==> src/rtl/ex_muldiv_if.sv <==
// Handshake and result bundle between the ID/EX issue logic and the EX-stage
// multiply/divide unit. master = issuing side, slave = ex_muldiv_unit.
interface ex_muldiv_if #(
    parameter int WIDTH = 32
);
    logic             start_in;
    logic [1:0]       op_in;
    logic [WIDTH-1:0] rs_data_in;
    logic [WIDTH-1:0] rt_data_in;
    logic             flush_in;
    logic             busy_out;
    logic             done_out;
    logic             div_by_zero_out;
    logic [WIDTH-1:0] hi_out;
    logic [WIDTH-1:0] lo_out;

    modport master (
        output start_in, op_in, rs_data_in, rt_data_in, flush_in,
        input  busy_out, done_out, div_by_zero_out, hi_out, lo_out
    );

    modport slave (
        input  start_in, op_in, rs_data_in, rt_data_in, flush_in,
        output busy_out, done_out, div_by_zero_out, hi_out, lo_out
    );
endinterface

==> src/rtl/ex_muldiv_unit.sv <==
// Iterative MULT/MULTU/DIV/DIVU unit: WIDTH-step shift-add / restoring divide on magnitudes,
// one sign-fix cycle, HI/LO written on FIX->DONE. Define MULDIV_DIV_EN to include the divider.
module ex_muldiv_unit #(
    parameter int WIDTH = 32
) (
    input  logic       clk,
    input  logic       rst,
    ex_muldiv_if.slave bus
);
    localparam int            CW        = $clog2(WIDTH);
    localparam logic [CW-1:0] LAST_STEP = CW'(WIDTH - 1);

    localparam logic [1:0] S_IDLE = 2'd0;
    localparam logic [1:0] S_CALC = 2'd1;
    localparam logic [1:0] S_FIX  = 2'd2;
    localparam logic [1:0] S_DONE = 2'd3;

    logic [1:0]         state_q, state_d;
    logic [CW-1:0]      cnt_q, cnt_d;
    logic [1:0]         op_q, op_d;
    logic [WIDTH-1:0]   opnd_q, opnd_d;
    logic [2*WIDTH-1:0] acc_q, acc_d;
    logic               qsign_q, qsign_d;
    logic               rsign_q, rsign_d;
    logic               dz_q, dz_d;
    logic [WIDTH-1:0]   hi_q, hi_d;
    logic [WIDTH-1:0]   lo_q, lo_d;

    logic               in_signed;
    logic [WIDTH-1:0]   a_mag, b_mag;
    logic [WIDTH:0]     mul_sum;
    logic [2*WIDTH-1:0] mul_next, div_next;
    logic [2*WIDTH-1:0] prod_fix;
    logic [WIDTH-1:0]   quot_fix, rem_fix;

    assign in_signed = ~bus.op_in[0];
    assign a_mag = (in_signed && bus.rs_data_in[WIDTH-1]) ? -bus.rs_data_in : bus.rs_data_in;
    assign b_mag = (in_signed && bus.rt_data_in[WIDTH-1]) ? -bus.rt_data_in : bus.rt_data_in;

    // Multiply: acc = {partial, multiplier}; add multiplicand on the LSB, then shift right.
    assign mul_sum  = {1'b0, acc_q[2*WIDTH-1:WIDTH]} + {1'b0, opnd_q & {WIDTH{acc_q[0]}}};
    assign mul_next = {mul_sum, acc_q[WIDTH-1:1]};

`ifdef MULDIV_DIV_EN
    localparam bit DIV_EN = 1'b1;
    logic [WIDTH:0] div_part, div_diff;

    // Divide: acc = {remainder, dividend/quotient}; a clean subtract shifts in a 1.
    assign div_part = {acc_q[2*WIDTH-1:WIDTH], acc_q[WIDTH-1]};
    assign div_diff = div_part - {1'b0, opnd_q};
    assign div_next = div_diff[WIDTH] ? {div_part[WIDTH-1:0], acc_q[WIDTH-2:0], 1'b0}
                                      : {div_diff[WIDTH-1:0], acc_q[WIDTH-2:0], 1'b1};
`else
    localparam bit DIV_EN = 1'b0;
    assign div_next = '0;
`endif

    assign prod_fix = qsign_q ? -acc_q : acc_q;
    assign quot_fix = qsign_q ? -acc_q[WIDTH-1:0] : acc_q[WIDTH-1:0];
    assign rem_fix  = rsign_q ? -acc_q[2*WIDTH-1:WIDTH] : acc_q[2*WIDTH-1:WIDTH];

    always_comb begin
        state_d = state_q;
        cnt_d   = cnt_q;
        op_d    = op_q;
        opnd_d  = opnd_q;
        acc_d   = acc_q;
        qsign_d = qsign_q;
        rsign_d = rsign_q;
        hi_d    = hi_q;
        lo_d    = lo_q;
        dz_d    = 1'b0;
        case (state_q)
            S_IDLE, S_DONE: begin
                state_d = S_IDLE;
                if (bus.start_in && !bus.flush_in) begin
                    op_d    = bus.op_in;
                    qsign_d = in_signed && (bus.rs_data_in[WIDTH-1] ^ bus.rt_data_in[WIDTH-1]);
                    rsign_d = in_signed && bus.rs_data_in[WIDTH-1];
                    cnt_d   = '0;
                    if (bus.op_in[1]) begin
                        opnd_d = b_mag;
                        acc_d  = {{WIDTH{1'b0}}, a_mag};
                        if (!DIV_EN) begin
                            state_d = S_DONE;
                        end else if (bus.rt_data_in == '0) begin
                            state_d = S_DONE;
                            dz_d    = 1'b1;
                        end else begin
                            state_d = S_CALC;
                        end
                    end else begin
                        opnd_d  = a_mag;
                        acc_d   = {{WIDTH{1'b0}}, b_mag};
                        state_d = S_CALC;
                    end
                end
            end
            S_CALC: begin
                if (bus.flush_in) begin
                    state_d = S_IDLE;
                end else begin
                    cnt_d = cnt_q + 1'b1;
                    acc_d = (DIV_EN && op_q[1]) ? div_next : mul_next;
                    if (cnt_q == LAST_STEP) state_d = S_FIX;
                end
            end
            S_FIX: begin
                if (bus.flush_in) begin
                    state_d = S_IDLE;
                end else begin
                    state_d = S_DONE;
                    if (DIV_EN && op_q[1]) begin
                        hi_d = rem_fix;
                        lo_d = quot_fix;
                    end else begin
                        hi_d = prod_fix[2*WIDTH-1:WIDTH];
                        lo_d = prod_fix[WIDTH-1:0];
                    end
                end
            end
            default: state_d = S_IDLE;
        endcase
    end

    always_ff @(posedge clk) begin
        if (rst) begin
            state_q <= S_IDLE;
            cnt_q   <= '0;
            op_q    <= '0;
            opnd_q  <= '0;
            acc_q   <= '0;
            qsign_q <= 1'b0;
            rsign_q <= 1'b0;
            dz_q    <= 1'b0;
            hi_q    <= '0;
            lo_q    <= '0;
        end else begin
            state_q <= state_d;
            cnt_q   <= cnt_d;
            op_q    <= op_d;
            opnd_q  <= opnd_d;
            acc_q   <= acc_d;
            qsign_q <= qsign_d;
            rsign_q <= rsign_d;
            dz_q    <= dz_d;
            hi_q    <= hi_d;
            lo_q    <= lo_d;
        end
    end

    assign bus.busy_out        = (state_q == S_CALC) || (state_q == S_FIX);
    assign bus.done_out        = (state_q == S_DONE);
    assign bus.div_by_zero_out = dz_q;
    assign bus.hi_out          = hi_q;
    assign bus.lo_out          = lo_q;
endmodule

==> src/flat_wrapper.sv <==
// flat-port wrapper written by rule: the top's interface ports become plain ports
module ex_muldiv_unit_flat 
#(
    parameter int WIDTH = 32
)
  (clk, rst, bus_start_in, bus_op_in, bus_rs_data_in, bus_rt_data_in, bus_flush_in, bus_busy_out, bus_done_out, bus_div_by_zero_out, bus_hi_out, bus_lo_out);
  ex_muldiv_if #(.WIDTH(WIDTH)) bus_i ();
  input  logic clk;
  input  logic rst;
  input wire logic [$bits(bus_i.start_in)-1:0] bus_start_in;
  input wire logic [$bits(bus_i.op_in)-1:0] bus_op_in;
  input wire logic [$bits(bus_i.rs_data_in)-1:0] bus_rs_data_in;
  input wire logic [$bits(bus_i.rt_data_in)-1:0] bus_rt_data_in;
  input wire logic [$bits(bus_i.flush_in)-1:0] bus_flush_in;
  output wire logic [$bits(bus_i.busy_out)-1:0] bus_busy_out;
  output wire logic [$bits(bus_i.done_out)-1:0] bus_done_out;
  output wire logic [$bits(bus_i.div_by_zero_out)-1:0] bus_div_by_zero_out;
  output wire logic [$bits(bus_i.hi_out)-1:0] bus_hi_out;
  output wire logic [$bits(bus_i.lo_out)-1:0] bus_lo_out;
  assign bus_i.start_in = bus_start_in;
  assign bus_i.op_in = bus_op_in;
  assign bus_i.rs_data_in = bus_rs_data_in;
  assign bus_i.rt_data_in = bus_rt_data_in;
  assign bus_i.flush_in = bus_flush_in;
  assign bus_busy_out = bus_i.busy_out;
  assign bus_done_out = bus_i.done_out;
  assign bus_div_by_zero_out = bus_i.div_by_zero_out;
  assign bus_hi_out = bus_i.hi_out;
  assign bus_lo_out = bus_i.lo_out;
  ex_muldiv_unit #(.WIDTH(WIDTH)) u_core (.clk(clk), .rst(rst), .bus(bus_i));
endmodule
==> config.mk <==
export PLATFORM = sky130hd
export DESIGN_NAME = ex_muldiv_unit_flat
export DESIGN_NICKNAME = d
export VERILOG_FILES = /design/src/rtl/ex_muldiv_if.sv /design/src/rtl/ex_muldiv_unit.sv /design/src/flat_wrapper.sv
export SDC_FILE = /design/constraint.sdc
export NUM_CORES = 1
export LEC_CHECK = 0
export CORE_ASPECT_RATIO = 0.75
export CORE_MARGIN = 10
export CORE_UTILIZATION = 62
export DETAILED_ROUTE_END_ITERATION = 10
export PLACE_DENSITY = 0.84
export REMOVE_ABC_BUFFERS = 1
export SYNTH_ARGS = -nofsm -noshare
export SYNTH_HDL_FRONTEND = slang
export SYNTH_SLANG_ARGS = --single-unit
==> constraint.sdc <==
create_clock -name clk -period 5.8 [get_ports clk]
set_clock_uncertainty 0.15 [all_clocks]
set_input_delay 1.74 -clock clk [delete_from_list [all_inputs] [get_ports clk]]
set_output_delay 1.74 -clock clk [all_outputs]
set_load 0.02 [all_outputs]
After elaboration in Yosys (flattened, before gate mapping)
Cells that the tools add are included.
{"block": "classes", "n_eq_ne": 7, "n_bitwise": 4, "add_sub_neg": 5, "n_mux": 17, "reduce_logical": 12}
{"operator": "2-to-1 mux 64 bit", "count": 3}
{"operator": "2-to-1 mux 32 bit", "count": 4}
{"operator": "case mux 64 bit (2 select lines)", "count": 1}
{"operator": "negation 32 bit", "count": 2}
{"operator": "negation 64 bit", "count": 1}
{"operator": "adder 32 x 32 -> 33 bit", "count": 1}
{"operator": "bitwise AND 32 bit", "count": 1}
{"operator": "2-to-1 mux 2 bit", "count": 5}
{"operator": "2-to-1 mux 5 bit", "count": 2}
{"operator": "case mux 5 bit (2 select lines)", "count": 1}
{"operator": "case mux 2 bit (3 select lines)", "count": 1}
{"operator": "adder 5 x 1 -> 5 bit, second input constant", "count": 1}
{"operator": "== test 5 bit, second input constant", "count": 1}
{"operator": "== test 2 bit, second input constant", "count": 2}
{"operator": "logical AND 1 bit", "count": 4}
{"operator": "AND reduction 2 bit", "count": 2}
{"operator": "inequality test 3 x 2 -> 1 bit, second input constant", "count": 1}
{"operator": "AND reduction 3 bit", "count": 1}
{"operator": "== test 2 x 1 -> 1 bit, second input constant", "count": 1}
{"operator": "zero test 2 bit", "count": 1}
{"operator": "inequality test 2 x 1 -> 1 bit, second input constant", "count": 1}
{"operator": "inequality test 2 bit, second input constant", "count": 1}
{"operator": "inverter 1 bit", "count": 2}
{"operator": "nonzero test 2 bit", "count": 1}
{"operator": "4 further kinds", "count": 4}
{"block": "word_totals", "in_bits": 70, "reg_bits": 168, "word_cells": 52}

Longest topological paths before layout
{"block": "depth", "ltp_word": 6, "mapped_depth": 13}

Worst setup path before layout
No wires, ideal clock.
{"block": "synth_path", "path_type": "input-to-reg", "start": "in bus_rs_data_in[14]", "end": "reg u_core.opnd_q[24]", "n_path_buf": 1, "t_required_ns": 5.549, "arrival_ns": 4.006, "setup_ns": 0.101, "slack_ns": 1.544, "cell_stages": 8, "path_cell_list": "or4_1 > or4_1 > or3_1 > clkbuf_1 > o31ai_1 > xor2_1 > and2_1 > o41ai_1"}
{"block": "synth_via", "elab_chain_cells": 3}
{"item": "from (decl)", "line_no": "flat_wrapper.sv:12", "source": "input wire logic [$bits(bus_i.rs_data_in)-1:0] bus_rs_data_in;"}
{"item": "negation 32 bit", "line_no": "ex_muldiv_unit.sv:37", "source": "assign a_mag = (in_signed && bus.rs_data_in[WIDTH-1]) ? -bus.rs_data_in : bus.rs_data_in;"}
{"item": "2-to-1 mux 32 bit", "line_no": "ex_muldiv_unit.sv:37"}
{"item": "2-to-1 mux 32 bit", "line_no": "ex_muldiv_unit.sv:81", "source": "if (bus.op_in[1]) begin"}
{"item": "to (signal assigned)", "line_no": "ex_muldiv_unit.sv:142", "source": "opnd_q <= opnd_d;"}
{"item": "to (decl)", "line_no": "ex_muldiv_unit.sv:21", "source": "logic [WIDTH-1:0] opnd_q, opnd_d;"}
No other way between the ends.
A chain may end at the register's enable or synchronous reset.

Final worst setup path
{"block": "layout_path", "start": "in bus_rs_data_in[14]", "end": "reg u_core.acc_q[22]"}
{"block": "layout_via", "elab_chain_cells": 5}
{"item": "negation 32 bit", "line_no": "ex_muldiv_unit.sv:37"}
{"item": "2-to-1 mux 32 bit", "line_no": "ex_muldiv_unit.sv:37"}
{"item": "2-to-1 mux 32 bit", "line_no": "ex_muldiv_unit.sv:81"}
{"item": "2-to-1 mux 64 bit", "line_no": "ex_muldiv_unit.sv:76", "source": "if (bus.start_in && !bus.flush_in) begin"}
{"item": "case mux 64 bit (2 select lines)", "line_no": "ex_muldiv_unit.sv:73", "source": "case (state_q)"}
{"item": "to (signal assigned)", "line_no": "ex_muldiv_unit.sv:132", "source": "acc_q <= '0;"}
{"item": "to (signal assigned)", "line_no": "ex_muldiv_unit.sv:143", "source": "acc_q <= acc_d;"}
{"item": "to (decl)", "line_no": "ex_muldiv_unit.sv:22", "source": "logic [2*WIDTH-1:0] acc_q, acc_d;"}
No other way between the ends. The select of a mux whose other input is x is not followed.

==> results.toml <==
[final_layout]
final_cell_mix = "nand2_1 (215), dfxtp_1 (167), clkdlybuf4s50_1 (133), o21ai_0 (130), nor2_1 (107)"
final_nets = 1666
areaGrowthSynthToFinish_pct = 18.11
post_route_cells_drive_above_1_share_pct = 5.166
antenna_cells = 0
most_common_library_cell_in_the_layout_ignoring_fill_and_taps = "nand2_1"
stdcell_count = 1810
finish.instance_area_sq_um = 13350

[power_and_ir_drop]
seq_power_share_pct = 41.6
leakage_uw = 0.004825
total_switching_power_uw = 939.9
switching_portion_of_total_power_pct = 30.71
share_clk_of_total_power_pct = 40.7
vdd_ir_drop_max_mv = 0.1699
cellPowerDensity_nw_per_um2 = 229.3
internal_power_uw = 2121
combPwrFrac_pct = 17.8

[floorplan]
starting_density_of_the_core_pct = 63.64
num_rows = 42
die_w_um = 175.9
dieArea_sq_um = 24090
pin_count = 137
core_region_area_sq_um = 17760
chipHeight_um = 136.9

[timing]
hold_violations = 0
timing.slew.headroom_pct = 8.644
max_clock_freq_mhz = 224.2
fin_worst_hold_slack_ps = 300.1
max_slew_vio_count = 0
grt_setup_unrepaired = "false"
finalWorstSetupSlack_ps = 1339
worstMarginPinSlew_ps = 1336
layout_worst_path_cycle_share_pct = 76.91
layout_min_cycle_time_ps = 4461
setup-violations-final = 0
setup-tns-final_ps = 0

[clock_network]
post_cts_resized = 0
cts.sink_count = 168
cts.clk_slew.worst_paths_ps = 60
cts-buffers-inserted = 17
deepest_clock_path_buffer_count = 2
cts.repair_timing.setup_buffer_count = 0
worst_skew_pair_later_pin_latency_ps = 440
htree_levels = 4
cts_hold_repair.buffers = 0
cts_root_buf = "clkbuf_16"
cts_tree = "done"

[drt]
totalWireLength_mm = 37.50
route.vias.total = 11890
ant_nets = 0
viasPerCell = 6.569
avgRoutedWirePerCell_um = 20.72
drt_first_iter_violations = 1586
drt_pass1_iterations = 6
drc_errors = 0

[global_route]
grt_pass1_vias = 10520
grt_antenna_before_repair = 0
congestion_overflow_gr = 0
first_pass_grt_wire_length_mm = 58.10
grt_start_max_net_pins = 66
gr-usage-all-layers_pct = 30.00

[place]
placedCellCount = 1778
placement.io_buffers = 135
detailedPlacementHpwl_mm = 28.17
place_worst_setup_slack_ps = 915.2
gp_congestion = 0.9859
placed_area_sq_um = 12710

[synth]
yosys_warnings = 0
ys_seq_elements = 168
netlist_instances = 1487
synth_ff_type = "dfxtp_1"
synth_seq_area_share_pct = 29.75
count_of_flip_flops_with_a_built_in_enable_after_synthesis = 0
synthDistinctLibCells = 67
async_flop_share_pct = 0
mappedNetlistArea_sq_um = 11300
avgSynthCellArea_sq_um = 7.602

[critical_path]
timing.critical_path.to_type = "register"
path_max_fanout = 6
cp.required_ps = 5930
worst-endpoint-arrival_ps = 4590
worst-setup-path-type = "input port to register"
worstSetupStartpointType = "input port"

[flow_run]
timing.max_cap.violations = 0

[status]
run_status = "completed"

[hold_path]
hold_path_class = "register to register"
[layer usage]
metal,part of all wire (%),vias up,global-route usage [%]
met5,0,-,0
met4,2.2,0,9.253
met3,14,65,10.19
met2,40,778,41.06
met1,44,5547,42.91
li1,-,5500,-
[state kept, by name (all words and copies together) (netlist names)]
register	count
u_core.bus.hi_out	32
u_core.state_q	2
u_core.opnd_q	32
u_core.acc_q	64
u_core.cnt_q	5
u_core.qsign_q	1
u_core.bus.lo_out	32
[metrics by stage]
step | power, uW | utilization (%)
floorplan | 1580 | -
global placement | 1804 | 71.56
detailed placement | 1817 | 71.56
CTS | 3037 | 75.17
global route | 3146 | 75.17
finish | 3061 | 75.17
[layout make-up]
cell class	instances	area, sq um
multi-input combinational	1194	7490
fill	1375	4410
sequential	168	3364
timing repair buffer	152	1471
clock buffer	18	439.2
tap	242	302.8
clock inverter	14	201.4
inverter	22	82.58
[cells in the mapped netlist (all sizes together) (20+ instances only)]
master	instances	area share [%]
and2	36	2.0
nand2	215	7.1
or4	21	1.5
xor2	103	8.0
a211oi	40	2.7
nor2	108	3.6
inv	22	0.73
nor3	22	0.97
a31oi	20	1.1
clkbuf	94	3.1
o21ai	130	5.8
o221ai	20	1.5
a21oi	84	3.7
ha	40	4.4
o31ai	37	2.6
or3	23	1.3
xnor2	42	3.3
nand3	39	1.7
dfxtp	168	30
[final timing paths]
path,depth (start not counted),start,end,slack (ps)
max reg2reg,10,u_core.acc_q[0],u_core.acc_q[50],1820
min reg2reg,2,u_core.opnd_q[7],u_core.opnd_q[7],300
max,8,bus_rs_data_in[14],u_core.acc_q[22],1340
min,2,u_core.opnd_q[7],u_core.opnd_q[7],300
[kinds of logic (layout without fill, tap and decap cells)]
family | Yosys count | after routing | share of synthesized area (%)
compound gates | 437 | 437 | 25.09
xor+xnor | 145 | 145 | 11.23
fa+ha+maj | 41 | 41 | 4.604
buf+inv | 125 | 206 | 4.184
flops | 168 | 168 | 29.75
mux | 11 | 11 | 0.9851
other cells | 1 | 1 | 0.03317
simple gates | 559 | 559 | 24.12
[power by group through the flow]
stage          registers [uW]  logic (uW)  clock network [uW]
5_1_grt                  1280         583                1290
3_5_place_dp             1290         524                   0
3_3_place_gp             1290         514                   0
2_1_floorplan            1280         300                   0
6_report                 1270         544                1240
4_1_cts                  1270         530                1240
[critical path, cell delays in order]
cell and delay [ps]:
clkdlybuf4s50_1 450, or4_1 590, or4_1 500, or3_1 470
o31ai_1 310, xor2_1 250, nand2b_1 150, o221ai_1 120
(Power assumes the default switching activity.)
